[config.mk]
export PLATFORM = sky130hd
export DESIGN_NAME = firmware_loader_m
export DESIGN_NICKNAME = d
export VERILOG_FILES = /design/src/rtl/firmware_loader_pkg.sv /design/src/rtl/firmware_loader_csum_m.sv /design/src/rtl/firmware_loader_m.sv
export SDC_FILE = /design/constraint.sdc
export NUM_CORES = 1
export LEC_CHECK = 0
export CELL_PAD_IN_SITES_DETAIL_PLACEMENT = 1
export CELL_PAD_IN_SITES_GLOBAL_PLACEMENT = 2
export CORE_MARGIN = 5
export CORE_UTILIZATION = 31
export CTS_CLUSTER_DIAMETER = 120
export DETAILED_ROUTE_END_ITERATION = 16
export GPL_TIMING_DRIVEN = 0
export MAX_ROUTING_LAYER = met4
export PLACE_DENSITY_LB_ADDON = 0.1
export SETUP_SLACK_MARGIN = 0.1
export SYNTH_ARGS = -nofsm -noshare
export SYNTH_HDL_FRONTEND = slang
export SYNTH_HIERARCHICAL = 1
export SYNTH_SLANG_ARGS = --single-unit
[constraint.sdc]
create_clock -name clk -period 4.95 [get_ports clk]
set_input_delay 0.99 -clock clk [delete_from_list [all_inputs] [get_ports clk]]
set_output_delay 0.99 -clock clk [all_outputs]
set_load 0.1 [all_outputs]
[src/rtl/firmware_loader_pkg.sv]
// firmware_loader_pkg: shared FSM states and constants for the firmware loader
package firmware_loader_pkg;
    localparam logic [7:0] DEF_SYNC_BYTE = 8'hA5;
    localparam int DEF_ADDR_W = 14;
    localparam logic [15:0] MAX_LEN = 16'd16384;
    typedef enum logic [2:0] {
        S_IDLE, S_LEN_HI, S_LEN_LO, S_ADDR_HI, S_ADDR_LO, S_PAYLOAD, S_CSUM, S_VERIFY
    } state_t;
endpackage

[src/rtl/firmware_loader_csum_m.sv]
// firmware_loader_csum_m: 8-bit running-sum accumulator; zero tests the value being loaded this cycle
module firmware_loader_csum_m (
    input  logic       clk,
    input  logic       rst,
    input  logic       clr,
    input  logic       add,
    input  logic [7:0] din,
    output logic       zero
);
    logic [7:0] sum, sum_next;
    assign sum_next = (clr ? 8'd0 : sum) + (add ? din : 8'd0);
    assign zero = sum_next == 8'd0;
    always_ff @(posedge clk) sum <= rst ? 8'd0 : sum_next;
endmodule

[src/rtl/firmware_loader_m.sv]
// firmware_loader_m: framed host byte stream -> firmware RAM writes, holding the CPU while loading.
// FIRMWARE_LOADER_VERIFY_EN adds a readback pass comparing the stored bytes' sum to the received payload sum.
module firmware_loader_m
    import firmware_loader_pkg::*;
#(
    parameter logic [7:0] SYNC_BYTE = DEF_SYNC_BYTE,
    parameter int ADDR_W = DEF_ADDR_W
) (
    input  logic              clk,
    input  logic              rst,
    input  logic [7:0]        in_data,
    input  logic              in_valid,
    output logic              in_ready,
    output logic [ADDR_W-1:0] wr_address,
    output logic [7:0]        wr_data,
    output logic              wr_en,
    output logic [ADDR_W-1:0] rd_address,
    input  logic [7:0]        rd_data,
    output logic              rd_select,
    output logic              busy,
    output logic              done,
    output logic              error,
    output logic              cpu_hold
);
    state_t state, state_next;
    logic [7:0] hi;
    logic [14:0] cnt;
    logic [ADDR_W-1:0] addr;
    logic [15:0] word;
    logic fire, rx_ok, len_bad, last, verify_go;
    assign fire = in_valid && in_ready;
    assign word = {hi, in_data};
    assign len_bad = word > MAX_LEN;
    assign last = cnt == 15'd1;
    assign busy = state != S_IDLE;
    assign cpu_hold = busy;
    firmware_loader_csum_m u_rx (
        .clk(clk), .rst(rst), .clr(state == S_IDLE), .add(fire && busy), .din(in_data), .zero(rx_ok)
    );
`ifdef FIRMWARE_LOADER_VERIFY_EN
    logic [14:0] len;
    logic vf_ok;
    assign in_ready = state != S_VERIFY;
    assign rd_select = state == S_VERIFY;
    assign verify_go = rx_ok && len != '0;
    // Payload bytes are added, readback bytes subtracted: a clean store nets to zero
    firmware_loader_csum_m u_vf (
        .clk(clk), .rst(rst), .clr(state == S_IDLE),
        .add((state == S_PAYLOAD && fire) || rd_select),
        .din(rd_select ? ~rd_data + 8'd1 : in_data), .zero(vf_ok)
    );
`else
    logic unused_rd;
    assign unused_rd = ^rd_data;
    assign in_ready = 1'b1;
    assign rd_select = 1'b0;
    assign rd_address = '0;
    assign verify_go = 1'b0;
`endif
    always_ff @(posedge clk) state <= rst ? S_IDLE : state_next;
    always_comb begin
        state_next = state;
        case (state)
            S_IDLE:    if (fire && in_data == SYNC_BYTE) state_next = S_LEN_HI;
            S_LEN_HI:  if (fire) state_next = S_LEN_LO;
            S_LEN_LO:  if (fire) state_next = len_bad ? S_IDLE : S_ADDR_HI;
            S_ADDR_HI: if (fire) state_next = S_ADDR_LO;
            S_ADDR_LO: if (fire) state_next = cnt == '0 ? S_CSUM : S_PAYLOAD;
            S_PAYLOAD: if (fire && last) state_next = S_CSUM;
            S_CSUM:    if (fire) state_next = verify_go ? S_VERIFY : S_IDLE;
            S_VERIFY:  if (last) state_next = S_IDLE;
            default:   state_next = S_IDLE;
        endcase
    end
    always_ff @(posedge clk) begin
        if (rst) begin
            hi <= '0;
            cnt <= '0;
            addr <= '0;
            wr_en <= 1'b0;
            wr_address <= '0;
            wr_data <= '0;
            done <= 1'b0;
            error <= 1'b0;
`ifdef FIRMWARE_LOADER_VERIFY_EN
            len <= '0;
            rd_address <= '0;
`endif
        end else begin
            wr_en <= 1'b0;
            if (fire) begin
                if (state == S_IDLE && in_data == SYNC_BYTE) {done, error} <= 2'b00;
                if (state == S_LEN_HI || state == S_ADDR_HI) hi <= in_data;
                if (state == S_LEN_LO) begin
                    cnt <= word[14:0];
                    error <= len_bad;
`ifdef FIRMWARE_LOADER_VERIFY_EN
                    len <= word[14:0];
`endif
                end
                if (state == S_ADDR_LO) begin
                    addr <= word[ADDR_W-1:0];
`ifdef FIRMWARE_LOADER_VERIFY_EN
                    rd_address <= word[ADDR_W-1:0];
`endif
                end
                if (state == S_PAYLOAD) begin
                    wr_en <= 1'b1;
                    wr_address <= addr;
                    wr_data <= in_data;
                    addr <= addr + 1'b1;
                    cnt <= cnt - 1'b1;
                end
                if (state == S_CSUM) begin
                    done <= rx_ok && !verify_go;
                    error <= !rx_ok;
`ifdef FIRMWARE_LOADER_VERIFY_EN
                    cnt <= len;
`endif
                end
            end
`ifdef FIRMWARE_LOADER_VERIFY_EN
            if (state == S_VERIFY) begin
                rd_address <= rd_address + 1'b1;
                cnt <= cnt - 1'b1;
                if (last) begin
                    done <= vf_ok;
                    error <= !vf_ok;
                end
            end
`endif
        end
    end
endmodule

==> flow_metrics.env, run 1 <==
export IMPL_crit_family="simple AND/OR/NAND/NOR gates"
export IMPL_r2r_end="error"
export IMPL_drv_slew=0
export IMPL_arrival_ns=4.48
export IMPL_finClkSkew_ns=0.00298
export IMPL_numPortBuffers=37
export IMPL_die_w_um=124
export IMPL_clock_fmax_mhz=236
export IMPL_detail_route_iter0_violations=208
export IMPL_cap_violations=0
export IMPL_initial_utilization_pct=31.8
export IMPL_dp_cells=743
export IMPL_worst_pin_slew_ns=0.978
export IMPL_whs_endpoint="wr_data[1]"
export IMPL_fin_crit_ns=4.24
export IMPL_criticalPathCategory="flip-flop to flip-flop"
export IMPL_core_mm2=0.0127
export IMPL_rsz0062_at_grt="false"
export IMPL_area_delta_synth_final_pct=24.0
export IMPL_place_hpwl_um=10100
export IMPL_yosysWarnings=6
export IMPL_startpoint_type="flip-flop"
export IMPL_hold_path_startpoint="wr_data[1]"
export IMPL_clock_latency_ns=0.35
export IMPL_r2r_slack_ns=0.71
export IMPL_worst_path_buf_inv=2
export IMPL_fin_nets=613
export IMPL_cts_hold_repair_buffers=0
export IMPL_yosysSeqAreaShare_pct=36.3
export IMPL_synth_ff_type="dfxtp_1"
export IMPL_ir_drop_mv=0.108
export IMPL_cts_sinks=73
export IMPL_vias_per_cell=5.12
export IMPL_ios=62
export IMPL_ctsHtreeMaxLevel=3
export IMPL_max_stage_delay_ns=0.70
export IMPL_grt_max_degree=14
export IMPL_status="finished, final reports clean"
export IMPL_synth_seq_cells=73
export IMPL_power_w=0.00147
export IMPL_drcViolationCount=0
export IMPL_setup_viol=0
export IMPL_reg2regPathDepth=16
export IMPL_ys_types=59
export IMPL_grt_pass1_wl_um=21600
export IMPL_ant_nets=0
export IMPL_power_leakage_nw=1.87
export IMPL_drtPass1Iterations=4
export IMPL_die_height_um=124
export IMPL_num_antenna_cells=0
export IMPL_layout_drive_gt1_share_pct=8.69
export IMPL_numCtsBuffers=9
export IMPL_crit_chain="clkbuf_1, or2_2, nor2_1, nor2_1, and2_1, ha_1, fa_1, a21oi_1, o211ai_1, a21oi_1, xnor2_1, nor3_1, inv_1, mux2i_1, nor4_1, a31o_2"
export IMPL_post_cts_resized=0
export IMPL_crit_slowest_cell="nor2_1"
export IMPL_clk_path_buf_depth=2
export IMPL_cts_setup_buffers=0
export IMPL_routedWlPerCell_um=17.9
export IMPL_antenna_found_initial=0
export IMPL_grt_ovfl_total=0
export IMPL_syn_inst=520
export IMPL_power_density_mw_per_mm2=294
export IMPL_syn_area_mm2=0.00403
export IMPL_grt_pass1_vias=3928
export IMPL_hp_class="flip-flop to flip-flop"
export IMPL_setup_tns_ns=0
export IMPL_worstReg2RegStart="state[2]"
export IMPL_critical_path_cell_count=16
export IMPL_holdPathStages=2
export IMPL_fill_cells=1582
export IMPL_wl_um=13600
export IMPL_fin_cells=759
export IMPL_syn_avg_cell_area_um2=7.74
export IMPL_slew_headroom_pct=34.6
export IMPL_die_area_mm2=0.0154
export IMPL_fin_crit_sh_pct=85.7
export IMPL_cts_root_buffer="clkbuf_16"
export IMPL_track_usage_pct=19.1
export IMPL_synthArstFlopShare_pct=0
export IMPL_required_ns=5.19
export IMPL_worst_path_max_fanout=12
export IMPL_routabilityCongestion=0.825
export IMPL_synth_edff_count=0
export IMPL_std_cell_rows=41
export IMPL_vias=3888
export IMPL_clkTransAtPathRegs_ns=0.06
export IMPL_cts_tree="yes"
export IMPL_end_kind="flip-flop"
export IMPL_finalHoldViolations=0
where the power goes:
group,internal (W),switching (W),leakage [nW],total [W]
Combinational,0.0000348,0.000109,1.12,0.000144
Clock,0.000457,0.000274,0.159,0.000731
Sequential,0.000590,0.00000227,0.588,0.000592
through the flow:
stage                     hold WS (ns)  area [um^2]  setup WS [ns]  util (%)
after floorplan                  0.441         4080           1.51         -
after global placement           0.442         4660          0.585      36.8
after detailed placement         0.448         4660          0.571      36.8
after CTS                        0.456         4990          0.641      39.4
after global routing             0.471         4990          0.210      39.4
final                            0.453         4990          0.710      39.4
how the worst max path moves through the flow:
stage	from	to	slack (ns)
finish	state[2]	error	0.71
global route	state[2]	error	0.21
CTS	state[2]	error	0.64
detailed placement	in_valid	error	0.57
global placement	in_valid	error	0.59
floorplan	state[2]	error	1.51
tightest hold or removal path, delay by kind of cell, from the launching register on:
family	cells	cell delay, ns
compound gates	1	0.05
simple gates	1	0.05
flops	1	0.31
cells in the mapped netlist (all sizes together), types with 3 or more instances:
cell type / number / area (um^2)
and2: 9 / 56.3
o21ai: 26 / 130
a311oi: 3 / 26.3
nand3b: 6 / 45.0
a221oi: 4 / 41.3
inv: 11 / 41.3
nor3: 13 / 65.1
a21o: 3 / 22.5
a211oi: 4 / 35.0
ha: 11 / 138
o22ai: 3 / 18.8
mux2i: 11 / 110
xnor2: 5 / 51.3
nor4: 10 / 77.6
nand2: 79 / 299
buf: 18 / 139
and4: 3 / 26.3
nor2: 54 / 203
nand4: 4 / 25.0
dfxtp: 73 / 1460
a31oi: 8 / 50.1
or4: 7 / 60.1
or3: 4 / 27.5
nand3: 15 / 75.1
a21oi: 52 / 264
o21a: 3 / 22.5
clkbuf: 30 / 113
nor2b: 15 / 93.8
a22oi: 5 / 37.5
o211ai: 4 / 30.0
kinds of logic (layout without fill, tap and decap cells):
group                      Yosys count  in the layout  synth area share [%]
xor gates and xnor gates             6              6                  1.49
buffers and inverters               59            112                  7.27
other                                2             16                 0.187
muxes                               11             11                  2.73
and+or+nand+nor                    227            227                  27.6
AOI/OAI and AO/OA                  130            130                  20.5
adders and majority gates           12             12                  3.92
DFF                                 73             73                  36.3
layer usage:
| layer | up-vias | part of all wire, % | GRT usage, % |
|---|---|---|---|
| li1 | 1935 | - | - |
| met1 | 1866 | 49 | 25.5 |
| met2 | 71 | 45 | 28.7 |
| met3 | 16 | 4.1 | 2.63 |
| met4 | 0 | 1.9 | 8.49 |
| met5 | - | 0 | - |
registers in the layout (all words and copies together), names as in the netlist:
register	count
cnt	15
addr	14
wr_address	14
hi	8
u_rx/sum	8
wr_data	8
state	3
done	1
error	1
wr_en	1
layout by cell type, fill, tap and decap left out, types with 4 or more instances in the layout:
master and instances:
nand2_1 78, dfxtp_1 73, nor2_1 54, a21oi_1 51, clkdlybuf4s50_1 37, clkbuf_1 30, o21ai_0 26, buf_4 17
conb_1 16, nand3_1 15, nor2b_1 15, nor3_1 13, inv_1 11, mux2i_1 11, ha_1 11, nor4_1 9
and2_1 9, clkbuf_16 9, a31oi_1 8, nand3b_1 6, a22oi_1 5, or4_1 5, nand4_1 4, o211ai_1 4
xnor2_1 4
cell type report:
cell class	count	area [um^2]	area share, %
Multi-Input combinational cell	402	2320	46.6
Sequential cell	73	1460	29.3
Timing Repair Buffer	37	370	7.42
Buffer	48	251	5.04
Clock buffer	10	239	4.79
Tap cell	172	215	4.31
Clock inverter	6	90.1	1.80
Inverter	11	41.3	0.827
Power figures use the tool's default switching activity.
==> run 2, diff against run 1 <==
==> constraint.sdc (replaced) <==
create_clock -name clk -period 4.95 [get_ports clk]
set_input_delay 0.99 -clock clk [delete_from_list [all_inputs] [get_ports clk]]
set_output_delay 0.99 -clock clk [all_outputs]
set_load 0.05 [all_outputs]
==> results of run 2 <==
Same layout as run 1 (identical final DEF). Status: finished, final reports clean.
Main changes from that run: total power 0.00147 W -> 0.00144 W
==> run 3, diff against run 2 <==
--- a/config.mk
+++ b/config.mk
@@ -15,7 +15,7 @@
 export MAX_ROUTING_LAYER = met4
 export PLACE_DENSITY_LB_ADDON = 0.1
 export SETUP_SLACK_MARGIN = 0.1
+export SKIP_LAST_GASP = 1
 export SYNTH_ARGS = -nofsm -noshare
 export SYNTH_HDL_FRONTEND = slang
-export SYNTH_HIERARCHICAL = 1
 export SYNTH_SLANG_ARGS = --single-unit
==> flow_metrics.env, run 3 <==
export IMPL_grt_pass1_wl_um=22600
export IMPL_cts_root_buffer="clkbuf_16"
export IMPL_largest_register_ffs=15
export IMPL_ant_nets=0
export IMPL_status="finished, final reports clean"
export IMPL_yosysTopAreaCellShare_pct=36.0
export IMPL_synthTopCellsByArea="dfxtp_1 36%, nand2_1 6.8%, a21oi_1 6.3%, nor2_1 5.0%, buf_4 3.1%"
export IMPL_pre_cts_ws_ns=0.646
export IMPL_wl_um=14000
export IMPL_max_stage_delay_ns=0.61
export IMPL_clock_fmax_mhz=254
export IMPL_ys_types=63
export IMPL_fin_nets=618
export IMPL_regMostFlops="cnt"
export IMPL_finalWorstSetupSlack_ns=1.02
export IMPL_numPortBuffers=37
export IMPL_drv_slew=0
export IMPL_vias_per_cell=5.23
export IMPL_reg2regPathDepth=12
export IMPL_largest_registers="cnt: 15 flops, addr: 14 flops, wr_address: 14 flops"
export IMPL_yosys_cell_count_top_type="nand2_1"
export IMPL_antenna_found_initial=0
export IMPL_place_hpwl_um=10300
export IMPL_power_w=0.00154
export IMPL_mostFrequentLayoutCells="74 x nand2_1, 73 x dfxtp_1, 54 x nor2_1"
export IMPL_die_area_mm2=0.0155
export IMPL_crit_family="compound AO/OA/AOI/OAI gates"
export IMPL_clk_path_buf_depth=2
export IMPL_die_w_um=124
export IMPL_power_leakage_nw=1.88
export IMPL_num_antenna_cells=0
export IMPL_core_mm2=0.0127
export IMPL_power_density_mw_per_mm2=305
export IMPL_synth_edff_count=0
export IMPL_die_height_um=124
export IMPL_syn_avg_cell_area_um2=7.71
export IMPL_r2r_end="error"
export IMPL_fin_crit_sh_pct=79.4
export IMPL_rsz0062_at_grt="false"
export IMPL_drtPass1Iterations=4
export IMPL_fin_crit_ns=3.93
export IMPL_grt_max_degree=14
export IMPL_initial_utilization_pct=31.9
export IMPL_track_usage_pct=18.8
export IMPL_clkTransAtPathRegs_ns=0.06
export IMPL_cts_tree="yes"
export IMPL_crit_end="error"
export IMPL_ios=62
export IMPL_topRoutingLayerUsed="met4"
export IMPL_area_delta_synth_final_pct=24.2
export IMPL_grt_ovfl_total=0
export IMPL_critical_path_cell_count=10
export IMPL_crit_chain="clkdlybuf4s50_1, clkbuf_1, nand3_1, inv_1, ha_1, a211oi_1, nor3_1, a211o_1, a2111oi_2, a21boi_1"
export IMPL_drcViolationCount=0
export IMPL_worst_pin_slew_ns=0.812
export IMPL_yosysWarnings=0
export IMPL_criticalPathCategory="input port to flip-flop"
export IMPL_post_cts_resized=0
export IMPL_clock_latency_ns=0.35
export IMPL_routed_wl_met2_um=6210
export IMPL_synth_common_cells="74 x nand2_1, 73 x dfxtp_1, 54 x nor2_1"
export IMPL_worst_path_max_fanout=10
export IMPL_grt_pass1_vias=4025
export IMPL_syn_inst=526
export IMPL_cts_hold_repair_buffers=0
export IMPL_numCtsBuffers=9
export IMPL_finClkSkew_ns=0.00814
export IMPL_wl_met3_um=660
export IMPL_synth_seq_cells=73
export IMPL_cts_setup_buffers=0
export IMPL_cap_violations=0
export IMPL_cts_sinks=73
export IMPL_hp_class="flip-flop to flip-flop"
export IMPL_ir_drop_mv=0.131
export IMPL_r2r_slack_ns=1.39
export IMPL_synth_ff_type="dfxtp_1"
export IMPL_finalHoldViolations=0
export IMPL_setup_viol=0
export IMPL_ctsHtreeMaxLevel=3
export IMPL_layout_commonest_cell="nand2_1"
export IMPL_layout_drive_gt1_share_pct=7.25
export IMPL_worst_path_buf_inv=3
export IMPL_startpoint_type="input port"
export IMPL_synthArstFlopShare_pct=0
export IMPL_vias=4000
export IMPL_end_kind="flip-flop"
export IMPL_place_area_mm2=0.00470
export IMPL_synth_top_area_cell="dfxtp_1"
export IMPL_required_ns=5.16
export IMPL_routedWlPerCell_um=18.2
export IMPL_routabilityCongestion=0.824
export IMPL_arrival_ns=4.14
export IMPL_crit_slowest_cell="clkdlybuf4s50_1"
export IMPL_setup_tns_ns=0
export IMPL_finalInstanceArea_mm2=0.00504
export IMPL_wl_met1_um=6910
export IMPL_timing_hold_ws_ns=0.452
export IMPL_syn_area_mm2=0.00406
export IMPL_slew_headroom_pct=45.5
export IMPL_std_cell_rows=41
export IMPL_cp_startpoint="in_valid"
export IMPL_detail_route_iter0_violations=188
export IMPL_worstReg2RegStart="state[2]"
export IMPL_yosysSeqAreaShare_pct=36.0
==> run 3: cell count changes in the layout (fill, tap and decap cells not counted), sizes merged, moves of 4 or more <==
cell,previous run,this run
nor2b,15,6
and3,0,8
o21ai,26,33
nor4,10,4
nand2,79,74
a311oi,3,7
nor3b,2,6
xnor2,5,1
==> run 3: logic make-up (layout without fill, tap and decap cells) <==
logic type / after synthesis / in the layout / share of synthesized area, %
multiplexers: 8 / 8 / 1.97
AO/OA/AOI/OAI: 140 / 140 / 22.0
XOR/XNOR: 4 / 4 / 0.864
buffers and inverters: 63 / 116 / 7.46
flip-flops: 73 / 73 / 36.0
adder cells (fa/ha/maj): 11 / 11 / 3.58
other: 2 / 16 / 0.185
AND/OR/NAND/NOR: 225 / 225 / 27.9
==> run 3: worst min-delay path by stage <==
stage | startpoint | to | cells past startpoint
2_1_floorplan | addr[7] | wr_address[7] | 2
3_3_place_gp | wr_address[7] | wr_address[7] | 2
3_5_place_dp | wr_data[3] | wr_data[3] | 2
4_1_cts | wr_data[3] | wr_data[3] | 2
5_1_grt | wr_data[3] | wr_data[3] | 2
6_report | wr_data[3] | wr_data[3] | 2
==> run 3: layer usage <==
metal | vias up | GRT usage [%]
met1 | 1933 | 25.4
met3 | 14 | 4.16
met2 | 77 | 28.3
met4 | 0 | 5.29
met5 | - | -
li1 | 1976 | -
==> run 3: report_power, final <==
group	internal, W	total, W	switching (W)
clock network	0.000495	0.000771	0.000276
registers	0.000595	0.000600	0.00000589
logic	0.0000535	0.000166	0.000112
==> run 3: area by class of cell <==
class / instances / area [um^2]
timing repair buffer: 37 / 370
clock inverter: 6 / 115
buffer: 52 / 262
multi-input combinational: 404 / 2350
clock buffer: 10 / 229
sequential: 73 / 1460
tap: 172 / 215
inverter: 11 / 41.3
fill: 1603 / 7680
==> run 3: stage by stage <==
stage,utilization [%],instances
after floorplan,-,540
final,39.6,765
after global routing,39.6,765
after global placement,36.9,749
after detailed placement,36.9,749
after CTS,39.6,765
==> run 3: tightest hold or removal path, cell delays in order (launching register included) <==
cell and delay (ns):
dfxtp_1 0.31, nand2_1 0.05, a21oi_1 0.05
